===== src/rtl/bin_to_bcd_converter.sv =====
`default_nettype none
// ============================================================================
// Module      : bin_to_bcd_converter
// Description : Sequential shift-and-add-3 (double dabble) binary-to-BCD
//               converter, one input bit per clock. Produces a held, packed
//               BCD bus for the display controller; values that do not fit
//               in PARAM_DIGITS decimal digits saturate to all nines and
//               raise o_overflow.
// Revision    : 1.0 - initial release
// ============================================================================
module bin_to_bcd_converter #(
  parameter int PARAM_BIN_WIDTH = 14,
  parameter int PARAM_DIGITS    = 4
) (
  input  logic                        i_clk,
  input  logic                        i_rst_n,
  input  logic                        i_start,
  input  logic [PARAM_BIN_WIDTH-1:0]  i_bin,
  output logic                        o_busy,
  output logic                        o_done,
  output logic                        o_overflow,
  output logic [4*PARAM_DIGITS-1:0]   o_bcd
);

  localparam int BCD_W = 4 * PARAM_DIGITS;
  localparam int CAT_W = BCD_W + PARAM_BIN_WIDTH;
  localparam int CNT_W = $clog2(PARAM_BIN_WIDTH + 1);

  localparam logic [CNT_W-1:0] C_CNT_LOAD = CNT_W'(PARAM_BIN_WIDTH);
  localparam logic [CNT_W-1:0] C_CNT_ONE  = CNT_W'(1);
  localparam logic [BCD_W-1:0] C_NINES    = {PARAM_DIGITS{4'h9}};

  // Largest representable decimal value, 10^n - 1. Saturates to all ones
  // once 10^n no longer fits in 64 bits, in which case no input can overflow.
  function automatic logic [63:0] max_decimal(input int n);
    logic [63:0] p;
    logic        sat;
    p   = 64'd1;
    sat = 1'b0;
    for (int k = 0; k < n; k++) begin
      if (p > 64'd1844674407370955161) begin
        sat = 1'b1;
      end else begin
        p = p * 64'd10;
      end
    end
    return sat ? {64{1'b1}} : (p - 64'd1);
  endfunction

  localparam logic [63:0] C_MAX_DEC = max_decimal(PARAM_DIGITS);

  typedef enum logic [0:0] {
    S_IDLE  = 1'b0,
    S_SHIFT = 1'b1
  } state_t;

  state_t                state_q, state_d;
  logic [PARAM_BIN_WIDTH-1:0] bin_q, bin_d;
  logic [BCD_W-1:0]      scratch_q, scratch_d;
  logic [CNT_W-1:0]      cnt_q, cnt_d;
  logic                  pend_q, pend_d;
  logic [BCD_W-1:0]      bcd_q, bcd_d;
  logic                  ovf_q, ovf_d;
  logic                  busy_q, busy_d;
  logic                  done_q, done_d;

  logic [BCD_W-1:0]      w_adj;
  logic [CAT_W-1:0]      w_cat_sh;
  logic [63:0]           w_bin_ext;
  logic                  w_ovf;

  // Add-3 correction on every scratch digit of 5 or more before the shift
  for (genvar g = 0; g < PARAM_DIGITS; g++) begin : g_digit_adj
    assign w_adj[4*g +: 4] = (scratch_q[4*g +: 4] >= 4'd5) ?
                             (scratch_q[4*g +: 4] + 4'd3) :
                             scratch_q[4*g +: 4];
  end

  // Combined {scratch, binary} left shift; top scratch bit falls off, which
  // only matters when the value overflows and is then replaced by all nines
  assign w_cat_sh  = {w_adj, bin_q} << 1;
  // Binary input widths are assumed to be at most 64 bits for the range check
  assign w_bin_ext = 64'(i_bin);
  assign w_ovf     = (w_bin_ext > C_MAX_DEC);

  // State and datapath registers, cleared asynchronously
  always_ff @(posedge i_clk or negedge i_rst_n) begin
    if (!i_rst_n) begin
      state_q   <= S_IDLE;
      bin_q     <= '0;
      scratch_q <= '0;
      cnt_q     <= '0;
      pend_q    <= 1'b0;
      bcd_q     <= '0;
      ovf_q     <= 1'b0;
      busy_q    <= 1'b0;
      done_q    <= 1'b0;
    end else begin
      state_q   <= state_d;
      bin_q     <= bin_d;
      scratch_q <= scratch_d;
      cnt_q     <= cnt_d;
      pend_q    <= pend_d;
      bcd_q     <= bcd_d;
      ovf_q     <= ovf_d;
      busy_q    <= busy_d;
      done_q    <= done_d;
    end
  end

  // Next-state: capture on start, one dabble step per SHIFT cycle, publish
  // the result on the final step; starts during SHIFT are ignored
  always_comb begin
    state_d   = state_q;
    bin_d     = bin_q;
    scratch_d = scratch_q;
    cnt_d     = cnt_q;
    pend_d    = pend_q;
    bcd_d     = bcd_q;
    ovf_d     = ovf_q;
    busy_d    = busy_q;
    done_d    = 1'b0;

    case (state_q)
      S_IDLE: begin
        if (i_start) begin
          bin_d     = i_bin;
          scratch_d = '0;
          cnt_d     = C_CNT_LOAD;
          pend_d    = w_ovf;
          busy_d    = 1'b1;
          state_d   = S_SHIFT;
        end
      end
      S_SHIFT: begin
        scratch_d = w_cat_sh[CAT_W-1 -: BCD_W];
        bin_d     = w_cat_sh[PARAM_BIN_WIDTH-1:0];
        cnt_d     = cnt_q - C_CNT_ONE;
        if (cnt_q == C_CNT_ONE) begin
          bcd_d   = pend_q ? C_NINES : w_cat_sh[CAT_W-1 -: BCD_W];
          ovf_d   = pend_q;
          done_d  = 1'b1;
          busy_d  = 1'b0;
          state_d = S_IDLE;
        end
      end
      default: begin
        state_d = S_IDLE;
      end
    endcase
  end

  assign o_busy     = busy_q;
  assign o_done     = done_q;
  assign o_overflow = ovf_q;
  assign o_bcd      = bcd_q;

endmodule
`default_nettype wire


===== config.mk =====
export PLATFORM = sky130hd
export DESIGN_NAME = bin_to_bcd_converter
export DESIGN_NICKNAME = d
export VERILOG_FILES = /design/src/rtl/bin_to_bcd_converter.sv
export SDC_FILE = /design/constraint.sdc
export NUM_CORES = 1
export LEC_CHECK = 0
export BUFFER_PORTS_ARGS = -buffer_cell sky130_fd_sc_hd__buf_4
export CAP_MARGIN = 20
export CORE_MARGIN = 2
export CORE_UTILIZATION = 50
export CTS_BUF_LIST = sky130_fd_sc_hd__clkbuf_2
export DETAILED_ROUTE_END_ITERATION = 8
export PLACE_DENSITY = 0.77
export SLEW_MARGIN = 20
export SYNTH_ARGS = -nofsm -noshare
export SYNTH_HDL_FRONTEND = slang
export SYNTH_SLANG_ARGS = --single-unit
export TNS_END_PERCENT = 50

===== constraint.sdc =====
create_clock -name i_clk -period 1.25 [get_ports i_clk]
set_input_delay 0.25 -clock i_clk [delete_from_list [all_inputs] [get_ports i_clk]]
set_output_delay 0.25 -clock i_clk [all_outputs]
set_load 0.02 [all_outputs]

Yosys cells after proc, flatten, opt, wreduce, memory -nomap -nowiden
Cells that the tools add are included.
{"block": "totals", "out_inout_bits": 19, "register_bits": 55, "elab_cells": 45, "in_bits": 17}
{"block": "classes", "addsub": 5, "n_eq_ne": 3, "n_lt_le_gt_ge": 5, "reduce_logical": 3, "n_mux": 19, "n_bitwise": 1}
{"op": "2-to-1 mux 16 bit", "n": 2}
{"op": "case mux 16 bit (2 select lines)", "n": 1}
{"op": "case mux 14 bit (2 select lines)", "n": 1}
{"op": ">= comparator 4 x 3 -> 1 bit (second input constant)", "n": 4}
{"op": "2-to-1 mux 4 bit", "n": 4}
{"op": "> comparator 14 bit (second input constant)", "n": 1}
{"op": "2-to-1 mux 14 bit", "n": 1}
{"op": "adder 4 x 2 -> 4 bit (second input constant)", "n": 3}
{"op": "case mux 4 bit (2 select lines)", "n": 1}
{"op": "2-to-1 mux 1 bit", "n": 6}
{"op": "AND reduction 2 bit", "n": 3}
{"op": "== test 4 x 1 -> 1 bit (second input constant)", "n": 1}
{"op": "case mux 1 bit (2 select lines)", "n": 2}
{"op": "subtractor 4 x 1 -> 4 bit (second input constant)", "n": 1}
{"op": "adder 3 x 2 -> 3 bit (second input constant)", "n": 1}
{"op": "2-to-1 mux 3 bit", "n": 1}
{"op": "inequality test 2 x 1 -> 1 bit (second input constant)", "n": 1}
{"op": "inequality test 2 bit (second input constant)", "n": 1}
{"op": "inverter 1 bit", "n": 1}

Longest topological paths before layout
{"block": "depth", "depth_word": 3, "depth_mapped": 7, "depth_no_buf": 6}

Least setup slack after synthesis
Ideal clock, no wire load.
{"block": "synth_path", "kind": "reg-to-reg", "startpoint": "reg scratch_q[8]", "endpoint": "reg bcd_q[10] (netlist: o_bcd[10])", "t_arrival_ns": 1.282, "synth_period_minus_slack_ns": 1.348, "path_buffers": 0, "required_time_ns": 1.184, "setup_slack_ns": -0.098, "setup_ns": 0.066, "path_stages_with_launch": 6, "cell_sequence": "dfrtp_1 -> ha_1 -> nand2b_1 -> a21oi_2 -> mux2i_1 -> a22o_1"}
{"block": "synth_via", "elab_chain_cells": 3, "word_cells_on_any_way": 4, "classes_between": "add/sub (1); order compare (1); mux (2)"}
{"item": "start: declaration", "line_no": "59", "source": "logic [BCD_W-1:0] scratch_q, scratch_d;"}
{"item": "start signal: assignment", "line_no": "101", "source": "scratch_q <= scratch_d;"}
{"item": "adder 4 x 2 -> 4 bit / >= comparator 4 x 3 -> 1 bit (equally long branches)", "line_no": "75, 74"}
{"item": "2-to-1 mux 4 bit *", "line_no": "74", "source": "assign w_adj[4*g +: 4] = (scratch_q[4*g +: 4] >= 4'd5) ?"}
{"item": "2-to-1 mux 16 bit *", "line_no": "140", "source": "bcd_d = pend_q ? C_NINES : w_cat_sh[CAT_W-1 -: BCD_W];"}
{"item": "end signal: assignment", "line_no": "94", "source": "bcd_q <= '0;"}
{"item": "end signal: assignment", "line_no": "104", "source": "bcd_q <= bcd_d;"}
{"item": "end: declaration", "line_no": "62", "source": "logic [BCD_W-1:0] bcd_q, bcd_d;"}
Every way passes the cells marked *; elsewhere a longest branch is shown, timed or not.
A chain may end at the register's enable or synchronous reset.

Final worst setup path
{"block": "layout_path", "startpoint": "reg scratch_q[0]", "endpoint": "reg bcd_q[2] (netlist: o_bcd[2])"}
Same word-level chain as after synthesis.

==> impl_results.md <==
* # rows at 26
* Slew @ Worst Pin at 0.418 ns
* Vias in the first global route at approximately 2,200
* Setup crit start: scratch_q[0]
* # DRC at 0
* Starting Density at 52.0%
* Post-Syn Area at roughly 2700 um2
* IO Count at 36
* HP Start: i_bin[2]
* Total wire length at 6490 um
* Reg-to-Reg Start: scratch_q[0]
* Die Width at approximately 77 um
* Final hold vios at 0
* P_leak at between 1.5 and 2 nW
* Share of cells above drive strength 1 at between 40% and 50%
* Mapped Cells at ~250
* Peak supply drop at roughly 1300 uV
* CTS tree: done
* RSZ-0062 raised after global routing: yes
* Area grow syn2layout at 45.5%
* RePlAce Congestion at between 0.7 and 0.8
* Clock-pin slew on the worst setup and hold paths at 0.30 ns
* Post-synthesis sequential area ratio at 51.4%
* First-pass iteration count of the detailed router at 5
* Placed cell areas at 3310 um2
* Cell count of the worst hold path at 3
* IO Port Bufs at 35
* Critical path data arrival time at ~1.9 ns
* Die ar. at approximately 6000 um2
* Layout Cells excl Fill at 397
* Max_cap viols at 0
* Slack of the critical path at -0.228 ns
* P per Cell Area at approximately 2700 nW/um2
* Max_slew headroom at a little under three quarters
* Yosys reg bits at 55
* Placed Cells at approximately 370
* Worst path required time at roughly 1.7 ns
* CP Max Fanout at 3
* Clk root buf: clkbuf_2
* Kind of critical path: reg2reg
* Drt first-iter violations at 155
* Mean Syn Cell Area at around 11 um2
* Fin crit share at 118%
* Critical Path, Cell by Cell: inv_2, ha_4, nand2b_4, a21oi_4, mux2i_2, a22o_1
* Clk_lat worst skew at 0.46 ns
* Nets@finish at between 300 and 400
* Synth warn at 0
* Hold WC Path Type: in2reg
* Total global routing overflow at 0
* Final hold slack at between 0.06 and 0.07 ns
* Worst clock skew at roughly 0.022 ns
* Clock Sinks at 55
* Max Clock Freq at roughly 680 MHz
* Design area at between 3000 and 4000 um2
* N_diodes at 0
* First-pass GRT wire length at 10,200 um
* Power Total at approximately 10 mW
* Avg WL per Cell at ~16 um
* Stages on worst setup path at 6
* Max stage delay on crit path at 0.50 ns
* Final setup vio count at between 50 and 60
* Core footprint at 5140 um2
* Die Height at just under 80 um
* Commonest non-fill, non-tap cells in the layout: dfrtp_1 (52), buf_4 (52), buf_6 (24), mux2i_1 (22), nand2_1 (18)
* Overall Global Routing Usage at a little over a fifth
* Critical path startpoint category: flip-flop
* Num CTS Buffers at 5
* Detailed Place HPWL at approximately 3700 um
* Minimum clock period at ~1.5 ns
* Failing checks: setup timing
* Largest net degree at the start of global routing at 56
* Initial antenna violation count at 0
* H-tree Lvls at 2
* Crit-path slowest cell: dfrtp_1
* CTS max path bufs at 2
* Worst reg-to-reg path cell count at 6
* Yosys cell types at 27
* Vias post-DR at roughly 2,100
* Post-route ant nets at 0
* Max Slew Vio Count at 0
* Status: complete, but fails checks
* Post-route setup TNS at -4.65 ns
* CP Buf/Inv Count at 1
* Setup crit end kind: flip-flop
* Crit path max-delay family: flip-flops
* Post-Syn Nets at 276
* Vias per inst at 5.38
==> registers in the layout (all words and copies together), names as in the netlist <==
register	cells
o_done	1
pend_q	1
bin_q	14
scratch_q	16
o_bcd	16
o_overflow	1
o_busy	1
cnt_q	4
state_q	1
==> routing by layer <==
layer | track usage, % | routed length [um] | vias to the layer above
met4 | 5.54 | 117 | 0
met5 | 0 | 0 | -
met3 | 3.29 | 162 | 14
li1 | - | - | 1018
met2 | 37.0 | 3360 | 45
met1 | 27.9 | 2850 | 1057
==> synthesized netlist by cell type <==
cell / n / area, um2
a21o_1: 9 / 67.6
a21oi_1: 18 / 90.1
a21oi_2: 4 / 35.0
a22o_1: 7 / 61.3
a31o_1: 1 / 8.76
and2_1: 1 / 6.26
buf_2: 5 / 25.0
buf_4: 4 / 30.0
buf_6: 1 / 11.3
clkbuf_1: 4 / 15.0
dfrtp_1: 55 / 1380
ha_1: 10 / 125
inv_1: 12 / 45.0
inv_2: 1 / 3.75
mux2i_1: 25 / 250
nand2_1: 18 / 67.6
nand2b_1: 12 / 75.1
nand3_1: 1 / 5.00
nand4bb_4: 1 / 27.5
nor2_1: 11 / 41.3
nor2_4: 1 / 11.3
nor3_1: 9 / 45.0
nor3b_1: 11 / 82.6
nor4_1: 1 / 6.26
o21ai_0: 19 / 95.1
o31ai_1: 2 / 15.0
xnor2_1: 6 / 52.6
==> where the power goes <==
part	internal, mW	switching, mW	total (mW)
combinational	3.28	2.72	6.00
sequential	2.57	0.864	3.44
clock	0.350	0.591	0.942
total	6.21	4.18	10.4
==> layout make-up <==
type                       instances  area, um2
fill                             352       1250
multi-input combinational        167       1510
tap                               70       87.6
timing repair buffer              84        796
clock buffer                       5       25.0
inverter                          13       51.3
clock inverter                     3       47.5
sequential                        55       1380
==> per-stage QoR <==
stage / setup slack [ns] / util (%)
finish: -0.228 / 75.7
global route: -0.287 / 75.7
CTS: -0.162 / 70.8
detailed placement: -0.137 / 64.4
global placement: -0.137 / 64.4
floorplan: -0.0451 / -
==> path summary, 6_finish.rpt <==
path	slack (ns)	endpoint
hold / removal	0.06	bin_q[2]
setup / recovery	-0.23	o_bcd[2]
hold reg to reg	0.51	bin_q[8]
min in group asynchronous	0.26	scratch_q[7]
max in group asynchronous	0.74	scratch_q[8]
setup reg to reg	-0.23	o_bcd[2]
==> kinds of logic (layout without fill, tap and decap cells) <==
logic type	Yosys count	count (layout)	synth area share, %
buffers and inverters	27	105	4.86
XOR/XNOR	6	6	1.96
adder cells (fa/ha/maj)	10	10	4.68
AO/OA/AOI/OAI	60	60	13.9
AND/OR/NAND/NOR	66	66	13.8
multiplexers	25	25	9.35
flip-flops	55	55	51.4
==> repair_timing <==
item | 4_1_cts | 5_1_grt
cloned | 0 | 1
hold buffers | 3 | 0
pin swaps | 5 | 12
setup buffers | 7 | 7
hold endpoints to repair | 57 | 0
gates resized for setup | 46 | 43
endpoints found under the setup margin | 50 | 54
==> worst reg2reg max path: stages, from the launching register on <==
cell and delay, ns:
dfrtp_1 0.50, inv_2 0.11, ha_4 0.15, nand2b_4 0.07, a21oi_4 0.18, mux2i_2 0.27, a22o_1 0.16
Power figures use the tool's default switching activity.
